==> src/rtl/rx.sv <==
// UART 8N1 receiver: 2-flop synchronized line, mid-bit sampling, one-cycle valid/ferr strobes.
// Define RX_MAJORITY_EN to take every sample as a 2-of-3 vote around the nominal sample point.
module rx #(
    parameter int BAUD_DIV = 16
) (
    input  logic       clk,
    input  logic       rst,
    input  logic       rxline,
    output logic [7:0] data,
    output logic       valid,
    output logic       ferr,
    output logic       busy
);
    // state  | meaning
    // S_IDLE | line idle, waiting for a falling edge
    // S_START| timing to mid start bit, rejecting glitches
    // S_DATA | sampling 8 data bits, LSB first
    // S_STOP | sampling the stop bit
    // S_BRK  | stop bit was low; wait for the line to return high
    typedef enum logic [2:0] {
        S_IDLE,
        S_START,
        S_DATA,
        S_STOP,
        S_BRK
    } state_t;

    localparam int CW = $clog2(BAUD_DIV);
    localparam logic [CW-1:0] CNT_FULL = CW'(BAUD_DIV - 1);
`ifdef RX_MAJORITY_EN
    // The vote needs the sample after the nominal point, so the start decision slips one cycle;
    // later sample points keep full-bit spacing from it.
    localparam logic [CW-1:0] CNT_START = CW'(BAUD_DIV / 2);
`else
    localparam logic [CW-1:0] CNT_START = CW'(BAUD_DIV / 2 - 1);
`endif

    state_t          state, state_n;
    logic [CW-1:0]   cnt, cnt_n;
    logic [2:0]      bitn, bitn_n;
    logic [7:0]      sh, sh_n;
    logic [7:0]      data_n;
    logic            valid_n, ferr_n;
    logic            sync1, rxs;
    logic            samp;

    always_ff @(posedge clk or negedge rst) begin
        if (!rst) begin
            sync1 <= 1'b1;
            rxs   <= 1'b1;
        end else begin
            sync1 <= rxline;
            rxs   <= sync1;
        end
    end

`ifdef RX_MAJORITY_EN
    logic hist1, hist2;

    always_ff @(posedge clk or negedge rst) begin
        if (!rst) begin
            hist1 <= 1'b1;
            hist2 <= 1'b1;
        end else begin
            hist1 <= rxs;
            hist2 <= hist1;
        end
    end

    assign samp = (hist1 & hist2) | (hist1 & rxs) | (hist2 & rxs);
`else
    assign samp = rxs;
`endif

    always_ff @(posedge clk or negedge rst) begin
        if (!rst) begin
            state <= S_IDLE;
            cnt   <= '0;
            bitn  <= 3'd0;
            sh    <= 8'h00;
            data  <= 8'h00;
            valid <= 1'b0;
            ferr  <= 1'b0;
        end else begin
            state <= state_n;
            cnt   <= cnt_n;
            bitn  <= bitn_n;
            sh    <= sh_n;
            data  <= data_n;
            valid <= valid_n;
            ferr  <= ferr_n;
        end
    end

    always_comb begin
        state_n = state;
        cnt_n   = cnt + CW'(1);
        bitn_n  = bitn;
        sh_n    = sh;
        data_n  = data;
        valid_n = 1'b0;
        ferr_n  = 1'b0;
        case (state)
            S_IDLE: begin
                cnt_n = '0;
                if (!rxs) state_n = S_START;
            end
            S_START: begin
                if (cnt == CNT_START) begin
                    cnt_n = '0;
                    if (!samp) begin
                        state_n = S_DATA;
                        bitn_n  = 3'd0;
                    end else begin
                        state_n = S_IDLE;
                    end
                end
            end
            S_DATA: begin
                if (cnt == CNT_FULL) begin
                    cnt_n  = '0;
                    sh_n   = {samp, sh[7:1]};
                    bitn_n = bitn + 3'd1;
                    if (bitn == 3'd7) state_n = S_STOP;
                end
            end
            S_STOP: begin
                if (cnt == CNT_FULL) begin
                    cnt_n = '0;
                    if (samp) begin
                        data_n  = sh;
                        valid_n = 1'b1;
                        state_n = S_IDLE;
                    end else begin
                        ferr_n  = 1'b1;
                        state_n = S_BRK;
                    end
                end
            end
            S_BRK: begin
                cnt_n = '0;
                if (rxs) state_n = S_IDLE;
            end
            default: begin
                cnt_n   = '0;
                state_n = S_IDLE;
            end
        endcase
    end

    assign busy = (state != S_IDLE);

endmodule

==> config.mk <==
export PLATFORM = sky130hd
export DESIGN_NAME = rx
export DESIGN_NICKNAME = d
export VERILOG_FILES = /design/src/rtl/rx.sv
export SDC_FILE = /design/constraint.sdc
export NUM_CORES = 1
export LEC_CHECK = 0
export CORE_MARGIN = 1.5
export CORE_UTILIZATION = 43
export DETAILED_ROUTE_END_ITERATION = 10
export PLACE_DENSITY_LB_ADDON = 0.08
export SLEW_MARGIN = 20
export SYNTH_ARGS = -nofsm -noshare
export SYNTH_HDL_FRONTEND = slang
export SYNTH_SLANG_ARGS = --single-unit
==> constraint.sdc <==
create_clock -name clk -period 4.1 [get_ports clk]
set_clock_uncertainty 0.05 [all_clocks]
set_input_delay 0.615 -clock clk [delete_from_list [all_inputs] [get_ports clk]]
set_output_delay 0.615 -clock clk [all_outputs]
set_load 0.1 [all_outputs]
==> reports/results.txt, run 1 <==
CTS tree: done
pin count of the biggest net entering global routing: 31
Detail Route Antenna Nets: 0
most common cell in the synthesized netlist: dfrtp_1
# diodes: 0
IO Port Bufs: 13
I/O Pins: 14
worst slew pin tran: 0.9623 ns
Seq/Total Area, Yosys: 58.45%
Peak supply drop: 0.0003629 V
top post-synthesis cells by count: dfrtp_1 (28), nand2_1 (26), mux2_4 (8)
status: complete, no violations
Final #Nets: 130
share of the synthesized area in the top cell type: 54.37%
Die H: 57.75 µm
largest fanout on the critical path: 12
final worst path period need: 2.882 ns
initial DRC count: 14
Die Wd: 57.75 µm
Mapped Avg Cell Area: 12.04 µm²
Area Growth Syn to Fin: 20.10%
Max Root-Sink Buffers: 2
vias in the first global route: 742
final wirelength: 2.014 mm
DR vias: 786
placeable core region: 2805 µm²
Worst EP required: 3.43 ns
DP HPWL: 1.306 mm
Pwr Density: 550.5 nW/µm²
critical path class: reg2out
Core Rows: 19
global-route wire length before repair: 3.443 mm
Final GP Congestion: 0.7225
post-synth cell types: 30
period utilisation layout: 70.28%
Max Clk Rate: 347.0 MHz
number of synthesized register bits: 30
slew margin rel.: 35.64%
worst min-delay path category: reg2reg
power after layout: 0.8520 mW
CP Capture Type: output pin
Setup TNS: 0 ns
clock insertion delay at the later pin of the skew report: 0.34 ns
Synth Flop Type: dfrtp_1
Starting Density: 45.94%
post-route cell area: 1548 µm²
top post-synthesis cells by area: dfrtp_1 (54%), mux2_4 (9.3%), nand2_1 (7.6%)
clock root buffer master: clkbuf_4
initial antenna violation count: 0
Cells after Synth: 107
RSZ-0062 raised after global routing: no
cell taking the most area after synthesis: dfrtp_1
full die area: 3334 µm²
layout cells sized above 1: 20.00%
post-CTS sizing: 0
total grt overflow: 0
router iterations before antenna repair: 4
Clock Pin Slew Worst Setup and Hold Paths: 0.09 ns
Synth warnings: 0
Final Hold Viols: 0
Synth Cell Area: 1289 µm²
clock buffers created by TritonCTS: 5
placed cell area: 1436 µm²
Worst setup SP type: flip-flop
H-Tree Level Count: 2
Tot GR Track Use: 14.11%
Vias/cell: 5.038
critical path arrival: 2.22 ns
wire length per cell: 12.91 µm
Async SR Flop Fraction: 100.0%
DRC: 0
P_leak: 0.7715 nW
Slew Limit Fails: 0
Sink Count: 30
Post-synth EDFFs: 0
max cap viols: 0
post-synth net total: 113
post-cts hold buffer count: 0
Hold Worst Slack: 0.3098 ns
Setup violations, final: 0
# Post-CTS Setup Buffers: 0
==> layer usage <==
layer  routed length, µm  global-route usage [%]  vias to the layer above
li1                    -                       -                      395
met3                 108                   6.696                        6
met1                1076                   19.30                      370
met4                  46                   6.977                        0
met5                   0                       0                        -
met2                 782                   18.67                       15
==> sequential cells by signal (all words and copies together) (netlist names) <==
| name | flops |
|---|---|
| bitn | 3 |
| cnt | 4 |
| state | 3 |
| data | 8 |
| sync1 | 1 |
| ferr | 1 |
| valid | 1 |
| rxs | 1 |
| sh | 8 |
==> report_power, final <==
part | total (mW) | internal [mW] | switching (mW)
logic | 0.156 | 0.0687 | 0.0871
clock network | 0.311 | 0.207 | 0.104
registers | 0.386 | 0.333 | 0.0532
total | 0.852 | 0.608 | 0.244
==> cells by family after synthesis <==
| kind of cell | Yosys count | synth area share, % |
|---|---|---|
| fa+ha+maj | 3 | 2.913 |
| compound gates | 11 | 5.533 |
| buf+inv | 7 | 3.398 |
| flops | 30 | 58.45 |
| simple gates | 44 | 17.48 |
| xor+xnor | 3 | 2.039 |
| mux | 9 | 10.19 |
==> cells in the final DEF, fill, tap and decap left out, drive strengths merged, types with 2 or more instances in the layout <==
cell,instances
xnor2,2
clkbuf,6
a21oi,3
dfrtp,28
nor3,5
nor2,3
a211oi,2
buf,2
nand3,2
ha,3
dfstp,2
o21ai,2
nand2,27
clkdlybuf4s50,13
a22o,2
mux2,9
bufinv,2
inv,2
nor4,2
or3,2
==> layout make-up <==
type | count | area (µm²)
Sequential cell | 30 | 753.2
Inverter | 2 | 7.507
Tap cell | 31 | 38.79
Timing Repair Buffer | 15 | 145.1
Fill cell | 261 | 1257
Clock inverter | 2 | 60.06
Multi-Input combinational cell | 70 | 491.7
Clock buffer | 6 | 51.30
==> worst paths after layout <==
check / slack, ns / startpoint / to / cells past startpoint
max in group asynchronous: 3.08 / rst / sync1 / 2
min: 0.31 / sync1 / rxs / 0
min in group asynchronous: 0.60 / rst / sh[6] / 2
min reg2reg: 0.31 / sync1 / rxs / 0
max: 1.22 / state[2] / busy / 2
max reg2reg: 2.36 / cnt[0] / bitn[0] / 6
==> stage by stage <==
stage               worst slack (ns)  instances  util (%)
finish                         1.218        156     55.17
floorplan                      2.154        107         -
detailed placement             1.585        148     51.20
global placement               1.605        148     51.20
CTS                            1.212        156     55.17
global route                   1.126        156     55.17
==> worst max-delay path, stage by stage, from the launching register on <==
cell,delay [ns]
dfrtp_1,0.60
or3_1,0.17
clkdlybuf4s50_1,1.12
Power figures use the tool's default switching activity.
==> run 2, diff against run 1 <==
clock period = 2.5 ns   (was 4.1 ns; I/O delays follow)
==> run 2 against run 1 <==
  * Setup slack got worse by 0.61 ns
  * Die area stayed put
  * Largest cell class unchanged
  * Sequential cell count unchanged
==> reports/results.txt, run 2 (synthesized netlist as in run 1, its figures left out) <==
Setup TNS: 0 ns (unchanged)
H-Tree Level Count: 2 (unchanged)
Max stage delay cell, worst path: dfrtp_1
DRC: 0 (unchanged)
Tot GR Track Use: 14.70% (+0.59 points)
Final #Nets: 130 (unchanged)
area occupied by multi-input gates: 491.7 µm² (unchanged)
wire length per cell: 13.17 µm (+2.0%)
Final Hold Viols: 0 (unchanged)
commonest non-fill, non-tap cell in the layout: dfrtp_1
cell family with most CP delay: flip-flops
Max Clk Rate: 527.6 MHz
placeable core region: 2805 µm² (unchanged)
worst r2r dst: bitn[0]
DR vias: 792 (+0.76%)
worst slew pin tran: 0.4223 ns (-0.5400 ns)
pin count of the biggest net entering global routing: 31 (unchanged)
initial antenna violation count: 0 (unchanged)
M1 GR Usage: 20.85% (+1.6 points)
final worst path period need: 1.895 ns
commonest non-fill, non-tap cells in the layout: dfrtp_1 (28), nand2_1 (26), buf_4 (13)
critical path arrival: 1.47 ns (-0.75 ns)
clock buffers created by TritonCTS: 5 (unchanged)
r2r worst-path depth: 6 (unchanged)
largest fanout on the critical path: 12 (unchanged)
Worst setup SP type: flip-flop
worst min-delay path category: reg2reg
total grt overflow: 0 (unchanged)
FF-to-FF Start: cnt[0]
Core Rows: 19 (unchanged)
power after layout: 1.284 mW (+51%)
Fill cells: 261 (unchanged)
Slew Limit Fails: 0 (unchanged)
critical path class: reg2out
Pwr Density: 861.5 nW/µm² (+56%)
Global Route met2 Usage: 19.48% (+0.81 points)
full die area: 3334 µm² (unchanged)
Starting Density: 45.94% (unchanged)
CTS tree: done
clock root buffer master: clkbuf_4
layout cells sized above 1: 28.23% (+8.2 points)
P_leak: 0.7779 nW (+0.83%)
status: complete, no violations
Setup violations, final: 0 (unchanged)
period utilisation layout: 75.82%
Largest regs: data x8, sh x8, cnt x4
Worst EP required: 2.08 ns (-1.35 ns)
CP peak stage delay: 0.54 ns (-0.58 ns)
initial DRC count: 14 (unchanged)
buffers plus inverters on the worst setup path: 1 (unchanged)
DP HPWL: 1.402 mm (+7.4%)
Area Growth Syn to Fin: 15.63%
critical path capture point: busy
global-route wire length before repair: 3.574 mm (+3.8%)
CP Capture Type: output pin
Worst Min Path Start: sync1
Die H: 57.75 µm (unchanged)
R2R setup slack: 0.78 ns (-1.58 ns)
met3 usage: 7.366% (+0.67 points)
WP depth: 2 (unchanged)
clock insertion delay at the later pin of the skew report: 0.33 ns (about the same)
GRT busiest layer: met1
final wirelength: 2.042 mm (+1.4%)
post-CTS sizing: 0 (unchanged)
vias in the first global route: 772 (+4.0%)
Clock Pin Slew Worst Setup and Hold Paths: 0.09 ns (about the same)
Peak supply drop: 0.0003189 V (-12%)
max cap viols: 0 (unchanged)
IO Port Bufs: 13 (unchanged)
worst-path cell chain: or3_1 > buf_4
RSZ-0062 raised after global routing: no
post-layout util: 53.12% (-2.1 points)
# diodes: 0 (unchanged)
crit path from: state[2]
Max Root-Sink Buffers: 2 (unchanged)
Detail Route Antenna Nets: 0 (unchanged)
Die Wd: 57.75 µm (unchanged)
Vias/cell: 5.110 (+1.4%)
Seq. cell area: 753.2 µm² (unchanged)
Sink Count: 30 (unchanged)
router iterations before antenna repair: 4 (unchanged)
post-cts hold buffer count: 0 (unchanged)
Final GP Congestion: 0.7944 (+10%)
# Post-CTS Setup Buffers: 0 (unchanged)
slew margin rel.: 71.85% (+36 points)
I/O Pins: 14 (unchanged)
## run 2: cell count changes in the layout (fill, tap and decap cells not counted), sizes merged
cell	before	now
bufinv	2	1
clkdlybuf4s50	13	2
buf	2	13
## run 2: stage by stage
step / area (µm²) / hold WS, ns / std cells / setup slack, ns
after detailed placement: 1409 / 0.2981 / 148 / 0.7884
after CTS: 1490 / 0.3114 / 155 / 0.5931
after global placement: 1409 / 0.2973 / 148 / 0.8484
final: 1490 / 0.3100 / 155 / 0.6046
after floorplan: 1289 / 0.02941 / 107 / 0.7937
after global routing: 1490 / 0.3159 / 155 / 0.5113
## run 2: worst min-delay path by stage
stage | depth (start not counted) | slack [ns] | to
finish | 0 | 0.31 | rxs
global route | 0 | 0.32 | rxs
CTS | 0 | 0.31 | rxs
detailed placement | 0 | 0.30 | rxs
global placement | 0 | 0.30 | rxs
floorplan | 0 | 0.03 | bitn[0]
## run 2: area by class of cell
| class | count | area share (%) |
|---|---|---|
| flip-flops and latches | 30 | 50.55 |
| multi-input cells | 70 | 33.00 |
| repair buffers | 15 | 7.893 |
| clock buffers | 6 | 3.442 |
| well taps | 31 | 2.603 |
| clock inverters | 1 | 2.015 |
| inverters | 2 | 0.5038 |
## run 2: where the power goes
group          total (mW)  switching, mW  internal (mW)
clock network       0.394          0.161          0.233
registers           0.638         0.0931          0.545
logic               0.251          0.140          0.111
## run 2: routing by layer
layer	wire, µm	vias up	part of all wire (%)
li1	-	394	-
met1	1040	377	51
met2	856	16	42
met3	107	5	5.2
met4	38	0	1.9
met5	0	-	0
==> run 3, diff against run 2 <==
clock period = 2 ns   (was 2.5 ns; I/O delays follow)
==> run 3 against run 2 <==
  * Non-clock buffer count did not move
  * Design area rose by 0.50%
  * First-iteration DRC count rose by 130%
  * Setup slack got worse by 0.43 ns
  * Sequential power rose by 25%
  * Largest power group unchanged
  * Via count rose by 2.7%
  * Worst hold slack got worse by 0.035 ns
  * Combinational power rose by 34%
  * Wire length rose by 4.9%
  * Total power rose by 18%
==> reports/results.txt, run 3 (synthesized netlist as in run 1, its figures left out) <==
post-cts hold buffer count: 0 (unchanged)
Slew Limit Fails: 0 (unchanged)
router iterations before antenna repair: 4 (unchanged)
Clock Pin Slew Worst Setup and Hold Paths: 0.10 ns (about the same)
DRC: 0 (unchanged)
GRT busiest layer: met1
Worst EP required: 1.65 ns (-0.43 ns)
met3 usage: 6.920% (-0.45 points)
placeable core region: 2805 µm² (unchanged)
H-Tree Level Count: 2 (unchanged)
initial antenna violation count: 0 (unchanged)
Area Growth Syn to Fin: 16.21%
CTS tree: done
initial DRC count: 32 (+18)
Max Root-Sink Buffers: 2 (unchanged)
RSZ-0062 raised after global routing: no
period utilisation layout: 91.25%
vias in the first global route: 771 (-0.13%)
clock buffers created by TritonCTS: 5 (unchanged)
critical path arrival: 1.47 ns (about the same)
Pwr Density: 1013 nW/µm² (+18%)
max cap viols: 0 (unchanged)
full die area: 3334 µm² (unchanged)
Sink Count: 30 (unchanged)
M1 GR Usage: 21.70% (+0.85 points)
largest fanout on the critical path: 12 (unchanged)
clock insertion delay at the later pin of the skew report: 0.33 ns (about the same)
pin count of the biggest net entering global routing: 21 (-32%)
worst min-delay path category: in2async
R2R setup slack: 0.33 ns (-0.45 ns)
Largest regs: data x8, sh x8, cnt x4
Die H: 57.75 µm (unchanged)
wire length per cell: 13.73 µm (+4.2%)
Final Hold Viols: 0 (unchanged)
Global Route met2 Usage: 20.13% (+0.65 points)
P_leak: 0.7787 nW (+0.10%)
total grt overflow: 0 (unchanged)
final worst path period need: 1.825 ns
Worst setup SP type: flip-flop
Detail Route Antenna Nets: 0 (unchanged)
Setup TNS: 0 ns (unchanged)
layout cells sized above 1: 28.80% (+0.57 points)
commonest non-fill, non-tap cell in the layout: dfrtp_1
final wirelength: 2.142 mm (+4.9%)
worst slew pin tran: 0.5611 ns (+0.1387 ns)
commonest non-fill, non-tap cells in the layout: dfrtp_1 (28), nand2_1 (26), buf_4 (11)
Peak supply drop: 0.0004788 V (+50%)
Setup violations, final: 0 (unchanged)
CP Capture Type: output pin
critical path class: reg2out
Max Clk Rate: 548.0 MHz
clock root buffer master: clkbuf_4
# Post-CTS Setup Buffers: 0 (unchanged)
DR vias: 813 (+2.7%)
Tot GR Track Use: 15.50% (+0.80 points)
global-route wire length before repair: 3.746 mm (+4.8%)
status: complete, no violations
slew margin rel.: 62.48% (-9.4 points)
Final #Nets: 130 (unchanged)
post-CTS sizing: 0 (unchanged)
Hold Worst Slack: 0.2754 ns (-0.03466 ns)
# diodes: 0 (unchanged)
DP HPWL: 1.482 mm (+5.7%)
Vias/cell: 5.212 (+2.0%)
Fill cells: 248 (-5.0%)
I/O Pins: 14 (unchanged)
IO Port Bufs: 13 (unchanged)
Final GP Congestion: 0.7910 (-0.43%)
Die Wd: 57.75 µm (unchanged)
Core Rows: 19 (unchanged)
Starting Density: 45.94% (unchanged)
## run 3: changes by cell type in the layout (fill, tap and decap cells not counted), sizes merged
cell      delta
bufinv       -1
clkinvlp     +1
clkinv       +1
## run 3: per-layer routing
| layer | up-vias | routed length, µm |
|---|---|---|
| met3 | 8 | 105 |
| met2 | 21 | 893 |
| li1 | 398 | - |
| met5 | - | 0 |
| met1 | 386 | 1089 |
| met4 | 0 | 53 |
## run 3: final timing paths
| kind | from | endpoint | cells after the start |
|---|---|---|---|
| setup / recovery | state[2] | busy | 2 |
| hold reg to reg | sync1 | rxs | 0 |
| setup reg to reg | cnt[0] | data[3] | 5 |
| hold / removal | rst | cnt[3] | 1 |
| min in group clk | sync1 | rxs | 0 |
| max in group asynchronous | rst | data[4] | 2 |
## run 3: final cells by class
class	instances	area, µm²	share of cell area (%)
Tap cell	31	38.79	2.590
Clock buffer	6	51.30	3.425
Multi-Input combinational cell	70	491.7	32.83
Sequential cell	30	753.2	50.29
Inverter	2	7.507	0.5013
Timing Repair Buffer	15	142.6	9.524
Clock inverter	2	12.51	0.8354
## run 3: worst max-delay path: stages, from the launching register on
cell and delay, ns:
dfrtp_1 0.54, or3_1 0.42, buf_12 0.18
## run 3: power by group
| part | total, mW | leakage, nW | switching (mW) | internal [mW] |
|---|---|---|---|---|
| sequential | 0.798 | 0.398 | 0.117 | 0.681 |
| combinational | 0.337 | 0.346 | 0.183 | 0.154 |
| clock | 0.382 | 0.0343 | 0.213 | 0.169 |
## run 3: stage by stage
step	instances	instance area (µm²)	power, mW	setup slack [ns]	utilization, %
2_1_floorplan	107	1289	1.083	0.3687	-
3_3_place_gp	148	1434	1.135	0.3774	51.12
3_5_place_dp	148	1434	1.149	0.3321	51.12
4_1_cts	156	1498	1.541	0.1466	53.39
5_1_grt	156	1498	1.628	0.08397	53.39
6_report	156	1498	1.517	0.1751	53.39
